[config.mk]
export PLATFORM = sky130hd
export DESIGN_NAME = quad_step_decoder
export DESIGN_NICKNAME = d
export VERILOG_FILES = /design/src/rtl/quad_pkg.sv /design/src/rtl/quad_chan_filter.sv /design/src/rtl/quad_step_decoder.sv
export SDC_FILE = /design/constraint.sdc
export NUM_CORES = 1
export LEC_CHECK = 0
export CAP_MARGIN = 20
export CORE_AREA = 2 2 59 61
export CTS_CLUSTER_DIAMETER = 120
export DETAILED_ROUTE_END_ITERATION = 6
export DIE_AREA = 0 0 61 63
export PLACE_DENSITY = 0.47
export REMOVE_ABC_BUFFERS = 1
export SETUP_SLACK_MARGIN = 0.3
export SKIP_CTS_REPAIR_TIMING = 1
export SKIP_LAST_GASP = 1
export SYNTH_ARGS = -nofsm -noshare
export SYNTH_HDL_FRONTEND = slang
export SYNTH_HIERARCHICAL = 1
export SYNTH_SLANG_ARGS = --single-unit
[constraint.sdc]
create_clock -name clk -period 2.47 [get_ports clk]
set_input_delay 0.247 -clock clk [delete_from_list [all_inputs] [get_ports clk]]
set_output_delay 0.247 -clock clk [all_outputs]
set_load 0.02 [all_outputs]
[src/rtl/quad_pkg.sv]
// Shared types and Gray-code helpers for the quadrature step decoder.
// Used by quad_chan_filter and quad_step_decoder.
package quad_pkg;

    typedef enum logic [0:0] {
        S_PRIME = 1'b0,
        S_RUN   = 1'b1
    } state_t;

    localparam logic [1:0] QA_00 = 2'b00;
    localparam logic [1:0] QA_01 = 2'b01;
    localparam logic [1:0] QA_11 = 2'b11;
    localparam logic [1:0] QA_10 = 2'b10;

    // Wide enough for the largest stability count of 15.
    localparam int CNT_W = 4;

    function automatic logic is_fwd(input logic [1:0] prev, input logic [1:0] next);
        logic fwd;
        fwd = 1'b0;
        case (prev)
            QA_00:   fwd = (next == QA_01);
            QA_01:   fwd = (next == QA_11);
            QA_11:   fwd = (next == QA_10);
            QA_10:   fwd = (next == QA_00);
            default: fwd = 1'b0;
        endcase
        return fwd;
    endfunction

    function automatic logic is_illegal(input logic [1:0] prev, input logic [1:0] next);
        return (prev ^ next) == 2'b11;
    endfunction

endpackage

[src/rtl/quad_chan_filter.sv]
// One encoder channel: multi-flop synchronizer followed by a stability counter
// that only lets the filtered level change after FILT_LEN differing samples.
module quad_chan_filter
    import quad_pkg::*;
#(
    parameter int FILT_LEN    = 3,
    parameter int SYNC_STAGES = 2
) (
    input  logic clk,
    input  logic reset,
    input  logic enable,
    input  logic raw_in,
    output logic filt_out
);

    localparam logic [CNT_W-1:0] FILT_MAX = CNT_W'(FILT_LEN);

    logic [SYNC_STAGES-1:0] sync_reg;
    logic [CNT_W-1:0]       cnt_reg;
    logic                   filt_reg;
    logic                   sync_bit;
    logic                   sync_next;

    assign sync_bit  = sync_reg[SYNC_STAGES-1];
    assign sync_next = sync_reg[SYNC_STAGES-2];

    always_ff @(posedge clk) begin
        if (reset) begin
            sync_reg <= '0;
            cnt_reg  <= '0;
            filt_reg <= 1'b0;
        end else begin
            sync_reg <= {sync_reg[SYNC_STAGES-2:0], raw_in};
            if (!enable) begin
                filt_reg <= sync_next;
                cnt_reg  <= '0;
            end else if (cnt_reg == FILT_MAX) begin
                filt_reg <= ~filt_reg;
                cnt_reg  <= '0;
            end else if (sync_bit != filt_reg) begin
                cnt_reg <= cnt_reg + 1'b1;
            end else begin
                cnt_reg <= '0;
            end
        end
    end

    // While priming, expose the level the synchronizer output takes at this
    // edge so the decoder's snapshot matches what the filter starts from.
    assign filt_out = enable ? filt_reg : sync_next;

endmodule

[src/rtl/quad_step_decoder.sv]
// Quadrature A/B decoder: filtered channels, Gray-step decode, sticky error.
// Define QUAD_INDEX_EN to add the Z channel (z_in) and the index pulse output.
module quad_step_decoder
    import quad_pkg::*;
#(
    parameter int FILT_LEN    = 3,
    parameter int SYNC_STAGES = 2
) (
    input  logic       clk,
    input  logic       reset,
    input  logic       a_in,
    input  logic       b_in,
    input  logic       err_clr,
    output logic       step,
    output logic       count_up_down,
    output logic       err,
    output logic       err_flag,
    output logic [1:0] state_ab
`ifdef QUAD_INDEX_EN
    ,
    input  logic       z_in,
    output logic       index
`endif
);

    localparam logic [1:0] PRIME_LAST = 2'(SYNC_STAGES - 1);
`ifdef QUAD_INDEX_EN
    localparam int NCH = 3;
`else
    localparam int NCH = 2;
`endif

    logic [NCH-1:0] raw_vec;
    logic [NCH-1:0] filt_vec;
    state_t         state_reg;
    logic [1:0]     prime_cnt_reg;
    logic [1:0]     state_ab_reg;
    logic           step_reg;
    logic           err_reg;
    logic           dir_reg;
    logic           err_flag_reg;
    logic           run;
    logic [1:0]     cur_ab;
    logic           ab_changed;
    logic           illegal;
    logic           z_err;
    logic           err_set;

`ifdef QUAD_INDEX_EN
    assign raw_vec = {z_in, a_in, b_in};
`else
    assign raw_vec = {a_in, b_in};
`endif

    genvar gi;
    generate
        for (gi = 0; gi < NCH; gi++) begin : g_chan
            quad_chan_filter #(
                .FILT_LEN   (FILT_LEN),
                .SYNC_STAGES(SYNC_STAGES)
            ) u_filt (
                .clk     (clk),
                .reset   (reset),
                .enable  (run),
                .raw_in  (raw_vec[gi]),
                .filt_out(filt_vec[gi])
            );
        end
    endgenerate

    assign run        = (state_reg == S_RUN);
    assign cur_ab     = filt_vec[1:0];
    assign ab_changed = run && (cur_ab != state_ab_reg);
    assign illegal    = ab_changed && is_illegal(state_ab_reg, cur_ab);
    // The visible err pulse also counts as a set so a coincident clear loses.
    assign err_set    = illegal | err_reg | z_err;

`ifdef QUAD_INDEX_EN
    logic z_prev_reg;
    logic index_reg;
    logic z_rise;
    logic index_hit;

    assign z_rise    = run && filt_vec[2] && !z_prev_reg;
    assign index_hit = z_rise && (state_ab_reg == QA_00);
    assign z_err     = z_rise && !index_hit;
    assign index     = index_reg;

    always_ff @(posedge clk) begin
        if (reset) begin
            z_prev_reg <= 1'b0;
            index_reg  <= 1'b0;
        end else begin
            z_prev_reg <= filt_vec[2];
            index_reg  <= index_hit;
        end
    end
`else
    assign z_err = 1'b0;
`endif

    always_ff @(posedge clk) begin
        if (reset) begin
            state_reg     <= S_PRIME;
            prime_cnt_reg <= 2'd0;
            state_ab_reg  <= QA_00;
            step_reg      <= 1'b0;
            err_reg       <= 1'b0;
            dir_reg       <= 1'b1;
            err_flag_reg  <= 1'b0;
        end else begin
            step_reg <= 1'b0;
            err_reg  <= 1'b0;
            case (state_reg)
                S_PRIME: begin
                    if (prime_cnt_reg == PRIME_LAST) begin
                        state_reg    <= S_RUN;
                        state_ab_reg <= cur_ab;
                    end else begin
                        prime_cnt_reg <= prime_cnt_reg + 2'd1;
                    end
                end
                S_RUN: begin
                    if (ab_changed) begin
                        state_ab_reg <= cur_ab;
                        if (illegal) begin
                            err_reg <= 1'b1;
                        end else begin
                            step_reg <= 1'b1;
                            dir_reg  <= is_fwd(state_ab_reg, cur_ab);
                        end
                    end
                end
                default: state_reg <= S_PRIME;
            endcase
            if (err_set) begin
                err_flag_reg <= 1'b1;
            end else if (err_clr) begin
                err_flag_reg <= 1'b0;
            end
        end
    end

    assign step          = step_reg;
    assign err           = err_reg;
    assign count_up_down = dir_reg;
    assign err_flag      = err_flag_reg;
    assign state_ab      = state_ab_reg;

endmodule

* Word level (Yosys, flattened, before mapping)
Index checks and enable logic that the tools add are counted.
** Cells by class
- $add $sub $neg :: 3
- Equality and inequality tests :: 17
- Multiplexer cells :: 16
- Bitwise logic cells :: 10
- Reduce and logical (&&, ||, !) cells :: 11
** Operators with widths (count)
- $mux W1 :: 12
- $eq A2 B2 Y1 const B :: 5
- $add A4 B1 Y4 const B :: 2
- $eq A4 B2 Y1 const B :: 2
- $not A1 Y1 :: 8
- $reduce_or A4 Y1 :: 2
- $eq A2 B1 Y1 const B :: 3
- $ne A2 B1 Y1 const B :: 3
- $logic_not A2 Y1 :: 2
- $mux W2 :: 2
- $pmux W1 S4 :: 1
- $pmux W2 S2 :: 1
- $reduce_and A2 Y1 :: 2
- $reduce_and A3 Y1 :: 1
- $reduce_or A3 Y1 :: 1
- $add A2 B1 Y2 const B :: 1
- $logic_and A1 B1 Y1 :: 2
- $ne A1 B1 Y1 :: 2
- $ne A2 B2 Y1 :: 1
- $ne A2 B2 Y1 const B :: 1
- $reduce_bool A2 Y1 :: 1
- $xor A2 B2 Y2 :: 1
- $or A1 B1 Y1 :: 1
** Word-level totals
- Register bits after elaboration :: 23
- Output and inout port bits :: 6
- Word-level logic and storage cells :: 70

* Logic depth before layout (Yosys ltp)
Gate-level depths: netlist of run 1.
- Depth after elaboration :: 6
- Gate-level depth with buffers :: 5
- Depth with buffers taken out :: 5

* By module
Netlist of run 1, hierarchy kept.
** Modules (own cells, without submodules)
- quad_chan_filter :: instances 2, cells an instance 25, area an instance 275.3 um^2, sequential area each 140.1 um^2
- quad_step_decoder :: instances 1, cells an instance 38, area an instance 359.1 um^2, sequential area each 180.2 um^2

* Worst setup path before layout of run 1
Ideal clock, no wire load.
- Kind :: register to register
- From :: register state_reg, in the netlist run
- To :: register dir_reg, in the netlist count_up_down
- Library setup time :: 0.114 ns
- Arrival time :: 1.602 ns
- Required time :: 2.356 ns
- Path slack :: 0.754 ns
- Stages on the path, launching flop included :: 5
- Path buffers :: 0
- Path through :: dfxtp_1 mux2_2 xnor2_1 a311o_1 a21o_1
** On the way
- Longest elaborated chain between the ends :: 6
** RTL lines
- start: declaration :: line quad_step_decoder.sv:35 : state_t state_reg;
- start signal: assignment :: line quad_step_decoder.sv:104 : state_reg <= S_PRIME;
- start signal: assignment :: line quad_step_decoder.sv:117 : state_reg <= S_RUN;
- start signal: assignment :: line quad_step_decoder.sv:134 : default: state_reg <= S_PRIME;
- $mux W1 * :: line quad_chan_filter.sv:50 : assign filt_out = enable ? filt_reg : sync_next;
- named net cur_ab[1] :: line quad_step_decoder.sv:43 : logic [1:0] cur_ab;
- $xor A2 B2 Y2 or $ne A2 B2 Y1 (tied branches) :: line quad_pkg.sv:32, quad_step_decoder.sv:73
- $eq A2 B2 Y1 or $logic_and A1 B1 Y1 (tied branches) :: line quad_pkg.sv:32, quad_step_decoder.sv:73
- $logic_and A1 B1 Y1 :: line quad_step_decoder.sv:74 : assign illegal = ab_changed && is_illegal(state_ab_reg, cur_ab);
- $not A1 Y1 (no source line)
- $reduce_and A3 Y1 (no source line)
- end signal: assignment :: line quad_step_decoder.sv:130 : dir_reg <= is_fwd(state_ab_reg, cur_ab);
- end: declaration :: line quad_step_decoder.sv:40 : logic dir_reg;
The timed path passes the listed nets; every way through them passes the cells marked *.
A chain may end at the register's enable or synchronous reset.

* Worst setup path after layout of run 1
Same ends and word-level chain as after synthesis.

==> impl.org, run 1 <==
** Worst hold path
- Hold depth :: 1
- The min-delay analysis places its worst path in the category reg -> reg.
- Worst Hold Path EP :: g_chan[1].u_filt/cnt_reg[0]
- The startpoint identified for the worst hold timing path is g_chan[1].u_filt/cnt_reg[0].

** Drt
- Post-DR vias/cell :: 4.190
- Number of DRC violations after detailed routing :: 0
- The count of nets left with antenna violations once routing finished came out at 0.
- After the first detailed-routing iteration, the DRC count stood at 11.
- Detailed-routing iteration count for the pre-antenna-repair pass :: 2
- In the final routed layout, each cell accounts on average for a little under 10 µm.
- The routed design has around 1500 µm of wire.
- Via count :: approximately 620

** Setup path
- The worst setup path is captured at a flip-flop.
- WP buf/inv :: 0
- Class of the most critical setup path :: reg -> reg
- The startpoint identified for the worst register-to-register timing path is run.
- Critical path data required time :: between 2 and 3 ns
- The worst setup path is launched from a flip-flop.
- Setup slack on the worst flop-to-flop path :: approximately 0.57 ns
- On the critical path, the stage with the largest delay is an instance of sky130_fd_sc_hd__dfxtp_1.
- The largest single stage delay on the critical path is about 0.7 ns.
- The number of cells on the worst reg-to-reg path is 4.
- Largest delay share family, worst path :: flip-flops
- Of all nets on the critical path, the largest fanout is 17.
- R2r endpoint :: count_up_down
- Launching element of the worst setup path :: run
- For the worst setup path, the data arrival time is around 2.1 ns.
- Ordered cell list for the critical path :: mux2_2 -> xnor2_1 -> a311o_1 -> a21o_1

** Power and ir drop
- Power spread over the standard cell area amounts to just under 800 mW/mm².
- Leakage component of the power :: 0.0004134 µW
- The worst-case IR drop observed on VDD is about 0.0003 V.
- Total power :: ~860 µW

** Logic synthesis
- Counting distinct cell types in the post-synthesis netlist gives 22.
- Post-synth ARST share :: 0%
- Among all flip-flop cells after synthesis, the most frequent one is sky130_fd_sc_hd__dfxtp_1.
- Proportion of netlist area held by the largest area contributor :: 50.62%
- Sequential element share of the synthesized area :: 50.62%
- Gate count of the mapped netlist :: between 80 and 90
- In this run, synthesis inferred 0 flip-flops with an integrated enable.
- sky130_fd_sc_hd__dfxtp_1 takes more of the synthesized area than any other cell.
- By count the netlist is led by sky130_fd_sc_hd__dfxtp_1, sky130_fd_sc_hd__nor2_1, sky130_fd_sc_hd__xor2_1.
- Leading cell type by number of instances after synthesis :: sky130_fd_sc_hd__dfxtp_1
- Yosys warns :: 6
- Ranked by total cell area, the synthesized netlist is headed by sky130_fd_sc_hd__dfxtp_1, sky130_fd_sc_hd__xor2_1, sky130_fd_sc_hd__xnor2_1.
- In this run the mean area of a mapped cell was between 10 and 15 µm².
- Flop and latch count out of synthesis :: 23
- Summing every instance area after synthesis gives just over 900 µm².

** Timing
- Of the available clock period, the critical path in the final layout requires about 77%.
- In this run the tightest slew margin relative to its limit is between 50 and 60%.
- At the pin with the least slew margin, the transition time is between 0.6 and 0.7 ns.
- Post-route clock skew :: roughly 0.0022 ns
- Final worst-path setup slack :: roughly 0.57 ns
- Based on the critical path, the design can be clocked at up to approximately 0.53 GHz.
- Setup repair after global routing left no endpoint under its margin.
- Number of endpoints failing setup at the final stage :: 0
- Slew Limit Fails :: 0
- Final Hold Vio Count :: 0
- Time the worst path needs with I/O delays and setup :: approximately 1.9 ns
- Total negative slack :: 0 ns

** Die
- The die is between 60 and 70 µm wide.
- Core region area :: approximately 0.0032 mm²
- The die covers just under 0.004 mm².
- Row generation in the floorplan step produced 21 rows.
- I/O pin count :: 11
- Once the floorplan was initialized, standard cells occupied between 20% and 30% of the core.
- The floorplan step set the die height to between 60 and 70 µm.

** Finish
- Number of cells in the finished layout apart from fillers :: roughly 150
- Final instance area :: roughly 0.0011 mm²
- Share of final-layout standard cells stronger than drive strength 1 :: 6.931%
- Flip-flop count of the largest register after layout :: 8
- The repair_antennas step left the layout with diodes totalling 0.
- Relative to the synthesized area, the layout overhead comes to 19.67%.
- Layout net count :: between 100 and 150

** Run
- Across the run, the number of max-cap violations was 0.

** Placement
- RD Place Congestion :: around 0.67
- Cell total after placement :: about 140
- Summing all placed instances gives a cell area of around 0.0011 mm².
- Port-buffer cells :: 10
- OpenSTA, run right after detailed placement, puts the worst setup slack at approximately 0.57 ns.
- Detailed placer's ending HPWL :: around 1000 µm

** Clock network
- In this run the deepest clock path goes through 2 buffers.
- Number of buffers created by CTS :: 3
- Clock transition time at the flip-flop clock pins of the worst setup and hold paths :: 0.12 ns
- At the later pin of the worst-skew pair, clock insertion delay measures 0.30 ns.
- CTS sink cnt :: 23
- CTS tree :: yes
- Clock tree synthesis selected as its root buffer the cell sky130_fd_sc_hd__clkbuf_4.
- H-Tree Depth :: 1

** Global routing
- Global route overflow :: 0
- Global-route wire length before repair :: 2601 µm
- Pin count of the biggest net entering global routing :: 20
- The number of antenna violations at the first check in global routing is 0.
- Via count of the first global-routing pass :: 624
- Global routing used 8.913% of the available tracks.

** Run status
- The flow ran to the end, and the final reports show no timing, DRC or antenna violations.
-- per-layer routing --
layer  track usage [%]  routed length (µm)
met5                 0                   0
met4             4.891                  20
met3             2.484                  69
met2             13.71                 612
met1             10.91                 756
-- cell families (layout without fill, tap and decap cells) --
logic type,count (synthesis),in the layout,synth area share (%)
AO/OA/AOI/OAI,11,11,8.804
flip-flops,23,23,50.62
AND/OR/NAND/NOR,30,30,18.30
XOR/XNOR,14,14,13.48
multiplexers,2,2,2.476
buffers and inverters,5,18,2.200
adder cells (fa/ha/maj),3,3,4.127
-- power breakdown --
part           switching [µW]  internal (µW)
sequential               55.1            415
combinational             110            110
clock                     109           62.9
total                     274            588
-- cell type report --
cell class / count / area, µm²
clock buffer: 4 / 26.28
fill: 335 / 2143
inverter: 4 / 15.01
multi-input combinational: 60 / 429.2
sequential: 23 / 460.4
tap: 46 / 57.56
timing repair buffer: 10 / 100.1
-- worst max-delay path by stage --
stage,end,slack [ns],depth (start not counted)
2_1_floorplan,count_up_down,0.75,4
3_3_place_gp,count_up_down,0.65,4
3_5_place_dp,count_up_down,0.57,4
4_1_cts,count_up_down,0.54,4
5_1_grt,count_up_down,0.46,4
6_report,count_up_down,0.57,4
-- layout by cell type, fill, tap and decap left out, drive strengths merged, types with 3 or more instances in the layout --
cell type / netlist / final
a211oi: 3 / 3
a21oi: 4 / 4
clkbuf: 1 / 4
clkdlybuf4s50: 0 / 10
dfxtp: 23 / 23
ha: 3 / 3
inv: 4 / 4
nand3: 3 / 3
nor2: 13 / 13
nor2b: 4 / 4
xnor2: 6 / 6
xor2: 8 / 8
-- metrics by stage --
stage          utilization [%]  hold WS (ns)
4_1_cts                  33.68        0.4649
3_3_place_gp             32.87        0.4293
2_1_floorplan                -        0.3116
6_report                 33.68        0.4583
5_1_grt                  33.68        0.4532
3_5_place_dp             32.87        0.4366
-- worst reg2reg max path, stage by stage, from the launching register on --
cell and delay [ns]:
sky130_fd_sc_hd__dfxtp_1 0.70, sky130_fd_sc_hd__mux2_2 0.44, sky130_fd_sc_hd__xnor2_1 0.16, sky130_fd_sc_hd__a311o_1 0.36
sky130_fd_sc_hd__a21o_1 0.15
No activity file was read; power rests on OpenSTA's default activity.
==> inputs of run 2 (changes only) <==
==> constraint.sdc (replaced) <==
create_clock -name clk -period 1.99 [get_ports clk]
set_input_delay 0.199 -clock clk [delete_from_list [all_inputs] [get_ports clk]]
set_output_delay 0.199 -clock clk [all_outputs]
set_load 0.02 [all_outputs]
==> impl.org, run 2 (synthesized netlist as in run 1, its figures left out) <==
** Global routing
- Tot GR Track Use :: roughly 9%
- The number of global-route vias before repair is 630.
- The number of antenna violations at the first check in global routing was 0.
- The first global-routing pass estimated between 2000 and 3000 µm of wire.
- Entering global routing, the biggest net connects 14 pins.
- After global routing the overflow that remains totals 0.

** Drt
- After detailed routing, the number of vias per cell comes to 4.081.
- Via count :: 608
- Routed WL per cell :: between 9 and 10 µm
- Number of routed nets with antenna violations :: 0
- Number of DRC violations after detailed routing :: 0
- Detailed-routing iteration count for the pre-antenna-repair pass :: 3
- For this block, the initial DRC count from the detailed router was 17.
- Wires add up to approximately 1400 µm.

** Die
- Core region area :: ~0.0032 mm²
- The die covers around 0.0038 mm².
- Starting density of the core :: between 20% and 30%
- Row count :: 21
- The die is approximately 63 µm tall.
- 11 I/O pins were placed.
- Measured along the x axis, the die boundary spans slightly above 60 µm.

** Timing
- Max Clk Rate :: ~0.64 GHz
- For the pin with the worst max-slew slack, the measured transition is around 0.38 ns.
- Setup repair after global routing left no endpoint under its margin.
- In the final timing run, aggregate negative setup slack is 0 ns.
- The final count of hold timing violations came to 0.
- The worst pin sits at a relative slew slack of about three quarters.
- Between clock sinks in the finished design, the worst skew comes to 0.003104 ns.
- The max-slew violation count came to 0.
- The smallest clock period supported by the final layout is computed as ~1.6 ns.
- After layout, the worst path uses 78.85% of the clock period.
- Number of endpoints failing setup at the final stage :: 0

** Clock network
- Clock-pin slew was measured on the worst setup and hold paths at around 0.12 ns.
- Clock latency of the later-clocked register in the worst-skew pair :: around 0.3 ns
- CTS sink cnt :: 23
- The number of clock buffers added by TritonCTS is 3.
- H-Tree Depth :: 1
- Library cell used as clock root buffer :: sky130_fd_sc_hd__clkbuf_4
- CTS tree :: yes
- Max clock buf depth :: 2

** Finish
- The library cell used most frequently in the layout, excluding fill and tap cells, is sky130_fd_sc_hd__dfxtp_1.
- Leaving out fill and tap cells, the most frequent cells in the layout are sky130_fd_sc_hd__dfxtp_1, sky130_fd_sc_hd__nor2_1, sky130_fd_sc_hd__clkdlybuf4s50_1, sky130_fd_sc_hd__xor2_1, sky130_fd_sc_hd__xnor2_1.
- Area used by multi-input combinational logic :: between 400 and 500 µm²
- In the final layout, the share of cells above drive strength 1 is about a tenth.
- Flip-flop count of the largest register after layout :: 8
- For this run, the post-layout net count is between 100 and 150.
- In the final layout, flip-flops and latches occupy 461.7 µm².
- Number of fillers in the final layout :: roughly 340
- Area growth, synth to finish :: 21.46%
- For this run, the share of the core covered by cells in the final layout is 34.19%.
- 0 antenna diodes ended up in the layout.

** Run
- The tool flagged a number of max-cap violations equal to 0.

** Placement
- Detailed placement finished with a half-perimeter wire length of between 1000 and 1500 µm.
- Routability-driven placement finished with a final weighted congestion of 0.7063.
- Port buffering added 10 buffers.

** Setup path
- Delay contributed by the slowest stage of the critical path :: around 0.64 ns
- Class of the most critical setup path :: reg -> out
- Grouping stages by cell kind, the critical path spends the most delay in buffers and inverters.
- Critical path's slowest cell :: sky130_fd_sc_hd__clkdlybuf4s50_1
- Critical path data arrival time :: 1.37 ns
- STA classifies the critical path endpoint as a primary output.
- WP buf/inv :: 1
- Critical path data required time :: roughly 1.8 ns
- Category of the worst setup path launch point :: flip-flop
- Critical-path maximum fanout :: 4
- Walking the worst path, the cells encountered are clkdlybuf4s50_1.

** Power and ir drop
- Dividing total power by cell area gives a power density of a little under 1000 mW/mm².
- After layout, the design draws a total of around 1100 µW.
- In this run the static leakage power is between 0.0004 and 0.0005 µW.
- Maximum vdd drop :: between 0.0004 and 0.0005 V

** Worst hold path
- Path category of the worst min-delay check :: in -> reg

** Run status
- Outcome :: finished, final reports clean
[run 2: cell types whose count changed in the layout (fill, tap and decap cells not counted), sizes merged]
cell | previous run | this run
buf | 0 | 2
[run 2: final timing paths]
check,from,to,slack (ns),cells after the start
hold / removal,b_in,g_chan[0].u_filt/sync_reg[0],0.44,2
setup / recovery,state_ab[1],state_ab[1],0.42,1
setup reg to reg,run,count_up_down,0.44,4
hold reg to reg,g_chan[1].u_filt/cnt_reg[0],g_chan[1].u_filt/cnt_reg[0],0.46,1
[run 2: metrics by stage]
step	area, µm²	hold WS (ns)	setup slack (ns)	std cells
final	1105	0.4365	0.4208	149
after global routing	1105	0.4223	0.3146	149
after CTS	1104	0.4195	0.3523	149
after detailed placement	1077	0.4353	0.3708	145
after global placement	1077	0.4319	0.4021	145
after floorplan	904.6	0.2636	0.2744	87
[run 2: cell type report]
class	instances	share of cell area, %
clock buffer	4	2.378
multi-input combinational	60	38.84
inverter	4	1.359
timing repair buffer	12	10.42
tap	46	5.210
sequential	23	41.79
[run 2: power by group]
part	internal [µW]	switching (µW)	total, µW
registers	517	49.2	566
logic	146	151	298
clock network	78.0	132	210
[run 2: layer usage]
| metal | track usage [%] | share of wire, % | vias to the layer above | routed length, µm |
|---|---|---|---|---|
| met3 | 2.070 | 5.5 | 2 | 79 |
| li1 | - | - | 325 | - |
| met1 | 11.88 | 51 | 270 | 735 |
| met2 | 12.77 | 42 | 11 | 595 |
| met5 | 0 | 0 | - | 0 |
| met4 | 5.707 | 1.6 | 0 | 23 |
